[src/rtl/ball_phys_pkg.sv]
// Shared constants, FSM state type and fixed-point helpers for the tilt ball physics engine.
package ball_phys_pkg;

  localparam int unsigned SCREEN_W     = 320;
  localparam int unsigned SCREEN_H     = 180;
  localparam int unsigned SPRITE_SIZE  = 32;
  localparam int unsigned COORD_W      = 10;
  localparam int unsigned FRAC_W       = 8;
  localparam int unsigned VEL_W        = 16;
  localparam int unsigned ACCEL_W      = 8;
  localparam int unsigned DEF_TICK_DIV = 35293;
  localparam int unsigned V_MAX        = 2047;
  localparam int unsigned BOUNCE_SHIFT = 1;
  localparam int unsigned INIT_X       = 100;
  localparam int unsigned INIT_Y       = 50;

  // Unsigned committed position and signed intermediate sum (2 guard bits).
  localparam int unsigned POS_W = COORD_W + FRAC_W;
  localparam int unsigned PN_W  = COORD_W + FRAC_W + 2;

  // Upper wall limits in fraction units.
  localparam int unsigned HI_X = (SCREEN_W - SPRITE_SIZE) << FRAC_W;
  localparam int unsigned HI_Y = (SCREEN_H - SPRITE_SIZE) << FRAC_W;

  localparam int unsigned HIT_LEFT   = 0;
  localparam int unsigned HIT_RIGHT  = 1;
  localparam int unsigned HIT_TOP    = 2;
  localparam int unsigned HIT_BOTTOM = 3;

  typedef enum logic [1:0] {
    IDLE   = 2'd0,
    VEL    = 2'd1,
    POS    = 2'd2,
    COMMIT = 2'd3
  } phys_state_e;

  // Limit a one-bit-wider velocity sum to +/-vmax.
  function automatic logic signed [VEL_W-1:0] saturate(
    input logic signed [VEL_W:0] v,
    input logic signed [VEL_W:0] vmax
  );
    if (v > vmax) begin
      return VEL_W'(vmax);
    end else if (v < -vmax) begin
      return VEL_W'(-vmax);
    end
    return VEL_W'(v);
  endfunction

  // Clamp a signed position into [0, hi].
  function automatic logic [POS_W-1:0] clamp_pos(
    input logic signed [PN_W-1:0] p,
    input logic        [POS_W-1:0] hi
  );
    if (p < 0) begin
      return '0;
    end else if (p > $signed({2'b00, hi})) begin
      return hi;
    end
    return POS_W'(p);
  endfunction

endpackage

[src/rtl/ball_axis.sv]
// One physics axis: velocity integrate/saturate, position add, wall clamp, hit and rebound.
// Rebound vs. stick-to-wall is selected by BALL_BOUNCE_EN.
module ball_axis
  import ball_phys_pkg::*;
#(
  parameter int unsigned HI   = 0,
  parameter int unsigned INIT = 0
) (
  input  logic                      CLK,
  input  logic                      rst,
  input  logic                      i_vel_en,
  input  logic                      i_pos_en,
  input  logic                      i_commit_en,
  input  logic                      i_load,
  input  logic [COORD_W-1:0]        i_init,
  input  logic signed [ACCEL_W-1:0] i_accel,
  output logic [COORD_W-1:0]        o_pix,
  output logic                      o_hit_lo,
  output logic                      o_hit_hi
);

  localparam logic [POS_W-1:0] HI_P   = POS_W'(HI);
  localparam logic [POS_W-1:0] INIT_P = POS_W'(INIT << FRAC_W);

  logic [POS_W-1:0]        p_q, p_d, pn_q, pn_d;
  logic signed [VEL_W-1:0] v_q, v_d, v_hit;
  logic                    hlo_q, hlo_d, hhi_q, hhi_d;
  logic signed [VEL_W:0]   v_sum;
  logic signed [PN_W-1:0]  p_sum, p_load;

  // Per-phase datapath; load overrides whatever phase is in flight.
  always_comb begin
    p_d   = p_q;
    v_d   = v_q;
    pn_d  = pn_q;
    hlo_d = hlo_q;
    hhi_d = hhi_q;
    v_sum  = $signed({v_q[VEL_W-1], v_q})
           + $signed({{(VEL_W + 1 - ACCEL_W){i_accel[ACCEL_W-1]}}, i_accel});
    p_sum  = $signed({2'b00, p_q}) + $signed({{(PN_W - VEL_W){v_q[VEL_W-1]}}, v_q});
    p_load = $signed({2'b00, i_init, {FRAC_W{1'b0}}});
`ifdef BALL_BOUNCE_EN
    v_hit = -(v_q >>> BOUNCE_SHIFT);
`else
    v_hit = '0;
`endif
    if (i_vel_en) begin
      v_d = saturate(v_sum, (VEL_W + 1)'(V_MAX));
    end
    if (i_pos_en) begin
      pn_d  = clamp_pos(p_sum, HI_P);
      hlo_d = (p_sum < 0);
      hhi_d = (p_sum > $signed({2'b00, HI_P}));
      if (hlo_d || hhi_d) begin
        v_d = v_hit;
      end
    end
    if (i_commit_en) begin
      p_d = pn_q;
    end
    if (i_load) begin
      p_d   = clamp_pos(p_load, HI_P);
      v_d   = '0;
      hlo_d = 1'b0;
      hhi_d = 1'b0;
    end
  end

  // Axis state registers.
  always_ff @(posedge CLK) begin
    if (rst) begin
      p_q   <= INIT_P;
      v_q   <= '0;
      pn_q  <= INIT_P;
      hlo_q <= 1'b0;
      hhi_q <= 1'b0;
    end else begin
      p_q   <= p_d;
      v_q   <= v_d;
      pn_q  <= pn_d;
      hlo_q <= hlo_d;
      hhi_q <= hhi_d;
    end
  end

  assign o_pix    = p_q[FRAC_W +: COORD_W];
  assign o_hit_lo = hlo_q;
  assign o_hit_hi = hhi_q;

endmodule

[src/rtl/tilt_ball_physics.sv]
// Tilt-game ball kinematics: tick counter, IDLE/VEL/POS/COMMIT sequencer and load path
// around two ball_axis instances. Define BALL_BOUNCE_EN for lossy wall rebound.
module tilt_ball_physics
  import ball_phys_pkg::*;
#(
  parameter int unsigned TICK_DIV = DEF_TICK_DIV
) (
  input  logic               CLK,
  input  logic               rst,
  input  logic               i_play,
  input  logic               i_load,
  input  logic [COORD_W-1:0] i_init_x,
  input  logic [COORD_W-1:0] i_init_y,
  input  logic [ACCEL_W-1:0] i_accel_x,
  input  logic [ACCEL_W-1:0] i_accel_y,
  output logic [COORD_W-1:0] o_bl_x,
  output logic [COORD_W-1:0] o_bl_y,
  output logic [3:0]         o_hit,
  output logic               o_update
);

  localparam int unsigned CNT_W = (TICK_DIV > 1) ? $clog2(TICK_DIV) : 1;

  phys_state_e      state_q, state_d;
  logic [CNT_W-1:0] cnt_q, cnt_d;
  logic [3:0]       o_hit_q, o_hit_d;
  logic             o_update_q, o_update_d;
  logic             tick;
  logic             x_lo, x_hi, y_lo, y_hi;

  // Tick generation, phase sequencing and output pulses; load restarts everything.
  always_comb begin
    state_d    = state_q;
    cnt_d      = cnt_q;
    o_hit_d    = '0;
    o_update_d = 1'b0;
    tick       = i_play && (cnt_q == CNT_W'(TICK_DIV - 1));
    if (i_play) begin
      cnt_d = tick ? '0 : cnt_q + CNT_W'(1);
    end
    unique case (state_q)
      IDLE:    if (tick) state_d = VEL;
      VEL:     state_d = POS;
      POS:     state_d = COMMIT;
      COMMIT: begin
        o_update_d          = 1'b1;
        o_hit_d[HIT_LEFT]   = x_lo;
        o_hit_d[HIT_RIGHT]  = x_hi;
        o_hit_d[HIT_TOP]    = y_lo;
        o_hit_d[HIT_BOTTOM] = y_hi;
        state_d             = IDLE;
      end
      default: state_d = IDLE;
    endcase
    if (i_load) begin
      state_d    = IDLE;
      cnt_d      = '0;
      o_update_d = 1'b1;
      o_hit_d    = '0;
    end
  end

  // Sequencer and output registers.
  always_ff @(posedge CLK) begin
    if (rst) begin
      state_q    <= IDLE;
      cnt_q      <= '0;
      o_hit_q    <= '0;
      o_update_q <= 1'b0;
    end else begin
      state_q    <= state_d;
      cnt_q      <= cnt_d;
      o_hit_q    <= o_hit_d;
      o_update_q <= o_update_d;
    end
  end

  ball_axis #(.HI(HI_X), .INIT(INIT_X)) u_axis_x (
    .CLK         (CLK),
    .rst         (rst),
    .i_vel_en    (state_q == VEL),
    .i_pos_en    (state_q == POS),
    .i_commit_en (state_q == COMMIT),
    .i_load      (i_load),
    .i_init      (i_init_x),
    .i_accel     (i_accel_x),
    .o_pix       (o_bl_x),
    .o_hit_lo    (x_lo),
    .o_hit_hi    (x_hi)
  );

  ball_axis #(.HI(HI_Y), .INIT(INIT_Y)) u_axis_y (
    .CLK         (CLK),
    .rst         (rst),
    .i_vel_en    (state_q == VEL),
    .i_pos_en    (state_q == POS),
    .i_commit_en (state_q == COMMIT),
    .i_load      (i_load),
    .i_init      (i_init_y),
    .i_accel     (i_accel_y),
    .o_pix       (o_bl_y),
    .o_hit_lo    (y_lo),
    .o_hit_hi    (y_hi)
  );

  assign o_hit    = o_hit_q;
  assign o_update = o_update_q;

endmodule

[config.mk]
export PLATFORM = sky130hd
export DESIGN_NAME = tilt_ball_physics
export DESIGN_NICKNAME = d
export VERILOG_FILES = /design/src/rtl/ball_phys_pkg.sv /design/src/rtl/ball_axis.sv /design/src/rtl/tilt_ball_physics.sv
export SDC_FILE = /design/constraint.sdc
export NUM_CORES = 1
export LEC_CHECK = 0
export CAP_MARGIN = 0
export CORE_MARGIN = 4
export CORE_UTILIZATION = 40
export CTS_BUF_LIST = sky130_fd_sc_hd__clkbuf_8
export CTS_CLUSTER_DIAMETER = 150
export DETAILED_ROUTE_END_ITERATION = 16
export GPL_ROUTABILITY_DRIVEN = 0
export HOLD_SLACK_MARGIN = 0.1
export PLACE_DENSITY = 0.61
export SETUP_SLACK_MARGIN = 0.15
export SKIP_CTS_REPAIR_TIMING = 1
export SLEW_MARGIN = 30
export SYNTH_ARGS = -nofsm -noshare
export SYNTH_HDL_FRONTEND = slang
export SYNTH_HIERARCHICAL = 1
export SYNTH_SLANG_ARGS = --single-unit
[constraint.sdc]
create_clock -name CLK -period 4.85 [get_ports CLK]
set_input_delay 0.7275 -clock CLK [delete_from_list [all_inputs] [get_ports CLK]]
set_output_delay 0.7275 -clock CLK [all_outputs]
set_load 0.05 [all_outputs]
==> impl_metrics.toml, run 1 <==
[die]
dieHeight_um = 162
initial_core_util_pct = 40.5
io_pins = 65
rows = 56
die_area_um2 = 26200
die_w_um = 162
coreArea_um2 = 23400

[final_layout]
layout-area-overhead-vs-synth_pct = 11.4
final_util_pct = 45.1
drive_gt1_share_pct = 7.54
layout_commonest_cell = "dfxtp_1"
antenna_cells = 0
seq_area_um2 = 2620
final_cell_mix = "dfxtp_1, nor2_1, a21oi_1"
multiInputGateArea_um2 = 6280
nNetsFinal = 1288
num-fill-cells = 2382

[timing]
setup_tns_ns = 0
finalCritPeriodShare_pct = 82.9
timing.fmax_ghz = 0.249
relSlewSlack_pct = 36.0
rsz0062_at_grt = "no"
drv_slew = 0
tightest_slew_ns = 0.960
setup_viol = 0
clock_skew_ns = 0.0150
min_period_ns = 4.02
hold_viol_final = 0

[worst_setup_path]
crit_path_start_kind = "flop"
critPathArrivalTime_ns = 4.39
startpoint = "u_axis_y/v_q[0]$_SDFF_PP0_"
path_class = "reg -> reg"
end_kind = "flop"
crit-reg2reg-launch = "u_axis_y/v_q[0]$_SDFF_PP0_"
required_ns = 5.22
path_max_fanout = 16

[yosys]
syn_avg_cell_area_um2 = 8.28
async_reset_ff_share_pct = 0
synth_edf_count = 0
synthCells = 1145
yosys_warnings = 6
ys_seq_area_share_pct = 27.7
yosysUniqueCellTypes = 96
synth_flop_cell = "dfxtp_1"
yosysTopAreaCellShare_pct = 27.7
netlist_area_um2 = 9480
syn_nets = 1266
synthTopCellsByArea = "dfxtp_1, ha_1, nor2_1"
ys_seq_elements = 131
yosysTopAreaCell = "dfxtp_1"

[global_routing]
top_usage_layer = "met2"
met1_usage_pct = 25.6
grt_pass1_wl_mm = 39.8
grt_max_degree = 42
use_met3_pct = 3.20
grt.overflow.total = 0
grtUsageMet2_pct = 29.2
grt_pass1_vias = 7826
grt_usage_pct = 18.2
grt_antenna_before_repair = 0

[cts]
root_buffer = "clkbuf_8"
h-tree-depth = 4
clkSinkCount = 131
cts_tree = "built"
numCtsBuffers = 17
clk_latency_ns = 0.46
cts.clk_slew.worst_paths_ns = 0.08
cts_buffer_depth = 2

[power]
peakVddDrop_mv = 0.0968
power.density_nw_per_um2 = 220
leakage_nw = 4.01

[hold_path]
hold_class = "reg -> reg"
worstHoldStart = "u_axis_x/pn_q[7]$_SDFFE_PP0P_"

[run_status]
status = "completed"

[placement]
io_buffers = 64
place_hpwl_mm = 18.5

[route]
routed_wl_mm = 24.3
firstDrtPassIters = 5
routed_via_density = 5.67
postRouteAntennaNets = 0
drt-initial-drc-count = 560
wl_per_cell_um = 16.2
vias = 8492
drt_drc_violations_left = 0

[flow_run]
max_cap_violations = 0
## cells in the mapped netlist, types with 13 or more instances
| cell | n |
|---|---|
| nor2_1 | 129 |
| a31oi_1 | 17 |
| nand3_1 | 29 |
| nor3_1 | 30 |
| xnor2_1 | 32 |
| a21o_1 | 14 |
| mux2i_1 | 27 |
| o21ai_0 | 50 |
| nand2_1 | 77 |
| nand4_1 | 17 |
| a211oi_1 | 30 |
| nand2b_1 | 16 |
| a21oi_1 | 86 |
| dfxtp_1 | 131 |
| inv_1 | 43 |
| clkbuf_1 | 30 |
| buf_4 | 21 |
| xor2_1 | 21 |
| and2_1 | 15 |
| and3_1 | 13 |
| ha_1 | 77 |
## power breakdown
group	internal [mW]	switching [mW]	leakage, nW	total, mW
registers	1.08	0.00974	1.06	1.09
logic	0.101	0.161	2.76	0.261
clock network	0.471	0.497	0.198	0.968
total	1.65	0.667	4.01	2.32
## stage by stage
stage | worst slack, ns | cell area, µm² | power, mW | hold WS, ns | instances
after floorplan | 1.26 | 9480 | 1.30 | 0.420 | 1145
after global placement | 0.562 | 10100 | 1.38 | 0.434 | 1467
after detailed placement | 0.544 | 10100 | 1.38 | 0.444 | 1467
after CTS | 0.824 | 10600 | 2.35 | 0.464 | 1499
after global routing | 0.556 | 10600 | 2.42 | 0.479 | 1499
final | 0.831 | 10600 | 2.32 | 0.458 | 1499
## layout make-up
cell class	count	share of cell area (%)
Inverter	46	1.64
Multi-Input combinational cell	902	59.5
Clock buffer	17	2.22
Timing Repair Buffer	69	6.38
Tap cell	319	3.78
Clock inverter	15	1.62
Sequential cell	131	24.8
## cells by family (layout without fill, tap and decap cells)
group | after synthesis | in the layout | synth area share, %
and+or+nand+nor | 388 | 388 | 20.4
xor gates and xnor gates | 53 | 53 | 4.90
muxes | 28 | 28 | 2.97
buffers and inverters | 112 | 147 | 6.14
AOI/OAI and AO/OA | 352 | 352 | 27.0
DFF | 131 | 131 | 27.7
adders and majority gates | 81 | 81 | 11.0
## critical path, stage by stage, from the launching register on
cell and delay, ns:
dfxtp_1 0.36, ha_1 0.22, fa_1 0.43, a211oi_1 0.34, o21ai_0 0.30, a41oi_1 0.30, xor2_1 0.33, a41oi_1 0.10
a2111o_1 0.45, a21oi_2 0.49, o21bai_2 0.35, a211oi_1 0.25
## registers in the layout (all words and copies together) (netlist names)
register	cells
cnt_q	16
o_hit	4
o_update	1
state_q	2
u_axis_x/o_hit_hi	1
u_axis_x/o_hit_lo	1
u_axis_x/p_q	18
u_axis_x/pn_q	18
u_axis_x/v_q	16
u_axis_y/o_hit_hi	1
u_axis_y/o_hit_lo	1
u_axis_y/p_q	18
u_axis_y/pn_q	18
u_axis_y/v_q	16
## final timing paths
kind              slack, ns  cells after the start                       endpoint
hold reg to reg        0.46                      2  u_axis_x/pn_q[7]$_SDFFE_PP0P_
setup / recovery       0.83                     11     u_axis_y/v_q[0]$_SDFF_PP0_
hold / removal         0.46                      2  u_axis_x/pn_q[7]$_SDFFE_PP0P_
setup reg to reg       0.83                     11     u_axis_y/v_q[0]$_SDFF_PP0_
## per-layer routing
metal,vias up,share of wire (%)
met3,25,2.7
met1,4012,50
met5,-,0
li1,4322,-
met4,0,1.2
met2,133,46
No activity file was read; power rests on OpenSTA's default activity.
==> inputs of run 2 (changes only) <==
==> constraint.sdc (replaced) <==
create_clock -name CLK -period 3.71 [get_ports CLK]
set_input_delay 0.5565 -clock CLK [delete_from_list [all_inputs] [get_ports CLK]]
set_output_delay 0.5565 -clock CLK [all_outputs]
set_load 0.05 [all_outputs]
==> run 2 against run 1 <==
  * Critical endpoint is now u_axis_x/v_q[2]$_SDFF_PP0_
  * Clock power is 30% higher
  * Critical path depth is 1 higher
  * Sequential share of layout area is 1.9 points lower
  * First-iteration DRC count is 12% higher
==> impl_metrics.toml, run 2 (synthesized netlist as in run 1, its figures left out) <==
[timing]
clock_skew_ns = 0.0122
timing.hold.ws_ns = 0.463
hold_viol_final = 0
tightest_slew_ns = 0.871
rsz0062_at_grt = "no"
setup_slack_ns = 0.257
timing.fmax_ghz = 0.290
relSlewSlack_pct = 41.7
setup_tns_ns = 0
drv_slew = 0
min_period_ns = 3.45
setup_viol = 0
finalCritPeriodShare_pct = 93.1

[die]
die_area_um2 = 26200
initial_core_util_pct = 40.5
die_w_um = 162
rows = 56
dieHeight_um = 162
io_pins = 65
coreArea_um2 = 23400

[worst_setup_path]
crit_path_start_kind = "flop"
end_kind = "flop"
required_ns = 4.02
path_class = "reg -> reg"
critPathArrivalTime_ns = 3.77
path_max_fanout = 4

[global_routing]
grt_max_degree = 31
grt_antenna_before_repair = 0
grt.overflow.total = 0
grt_pass1_vias = 8365
grt_usage_pct = 19.0
grt_pass1_wl_mm = 41.3

[hold_path]
hold_class = "reg -> reg"

[final_layout]
final_util_pct = 48.8
layout_commonest_cell = "dfxtp_1"
final_cell_mix = "dfxtp_1, nor2_1, a21oi_1, buf_4, nand2_1"
drive_gt1_share_pct = 15.8
final_cells = 1582
nNetsFinal = 1371
layout-area-overhead-vs-synth_pct = 20.6
antenna_cells = 0

[run_status]
status = "completed"

[placement]
placed_cells = 1544
place_hpwl_mm = 19.3
dp_slack_ns = -0.355
io_buffers = 64

[cts]
clkSinkCount = 131
clk_latency_ns = 0.46
cts_tree = "built"
numCtsBuffers = 17
cts.clk_slew.worst_paths_ns = 0.08
h-tree-depth = 4
root_buffer = "clkbuf_8"
cts_buffer_depth = 2

[route]
wl_per_cell_um = 16.2
drt_drc_violations_left = 0
routed_wl_mm = 25.7
routed_via_density = 5.61
postRouteAntennaNets = 0
drt-initial-drc-count = 626
vias = 8880
firstDrtPassIters = 5

[power]
power.density_nw_per_um2 = 270
peakVddDrop_mv = 0.141
leakage_nw = 4.47

[flow_run]
max_cap_violations = 0
run 2: cell count changes in the layout (fill, tap and decap cells not counted), moves of 3 or more:
cell	change
inv_6	+3
a2111oi_1	+3
a211oi_2	+3
buf_4	+81
a2111oi_0	-7
a211oi_1	-4
a221oi_1	-6
a221oi_2	+6
a2111oi_4	+4
run 2: critical path: stages (launching register included):
cell	delay, ns
dfxtp_1	0.35
ha_2	0.20
fa_2	0.41
a211oi_4	0.31
o21ai_2	0.10
a211o_2	0.37
a2111oi_4	0.27
or4b_4	0.49
nand4_1	0.24
buf_4	0.18
o21ai_4	0.08
a221oi_2	0.25
a211oi_1	0.06
run 2: path summary, 6_finish.rpt:
path | from | to | slack, ns | depth (start not counted)
worst max-delay path | u_axis_x/v_q[0]$_SDFF_PP0_ | u_axis_x/v_q[2]$_SDFF_PP0_ | 0.26 | 12
worst min-delay path | u_axis_x/pn_q[11]$_SDFFE_PP0P_ | u_axis_x/pn_q[11]$_SDFFE_PP0P_ | 0.46 | 2
worst max register to register | u_axis_x/v_q[0]$_SDFF_PP0_ | u_axis_x/v_q[2]$_SDFF_PP0_ | 0.26 | 12
worst min register to register | u_axis_x/pn_q[11]$_SDFFE_PP0P_ | u_axis_x/pn_q[11]$_SDFFE_PP0P_ | 0.46 | 2
run 2: where the power goes:
group          leakage [nW]  internal (mW)  switching, mW  total [mW]
registers              1.06           1.42         0.0120        1.43
clock network         0.191          0.614          0.650        1.26
logic                  3.22          0.166          0.229       0.395
run 2: metal layers:
| metal | vias up | wire length, µm | track usage (%) |
|---|---|---|---|
| li1 | 4503 | - | - |
| met1 | 4220 | 12300 | 25.6 |
| met2 | 129 | 12200 | 31.8 |
| met3 | 28 | 769 | 2.87 |
| met4 | 0 | 388 | 5.04 |
| met5 | - | 0 | 0 |
run 2: layout make-up:
class / instances / area (µm²)
Multi-Input combinational cell: 904 / 6540
Inverter: 46 / 173
Sequential cell: 131 / 2620
Tap cell: 319 / 399
Timing Repair Buffer: 150 / 1290
Clock buffer: 17 / 234
Clock inverter: 15 / 169
Fill cell: 2325 / 12000
run 2: metrics by stage:
step | power, mW | cell area, µm²
floorplan | 1.70 | 9480
global placement | 1.84 | 10700
detailed placement | 1.84 | 10700
CTS | 3.10 | 11100
global route | 3.21 | 11400
finish | 3.09 | 11400
==> inputs of run 3 (changes only) <==
--- a/config.mk
+++ b/config.mk
@@ -16,6 +16,7 @@
 export PLACE_DENSITY = 0.61
 export SETUP_SLACK_MARGIN = 0.15
 export SKIP_CTS_REPAIR_TIMING = 1
+export SKIP_LAST_GASP = 1
 export SLEW_MARGIN = 30
 export SYNTH_ARGS = -nofsm -noshare
 export SYNTH_HDL_FRONTEND = slang
==> results of run 3 <==
Same layout as run 2: the final DEF is identical, and so are final timing and power.
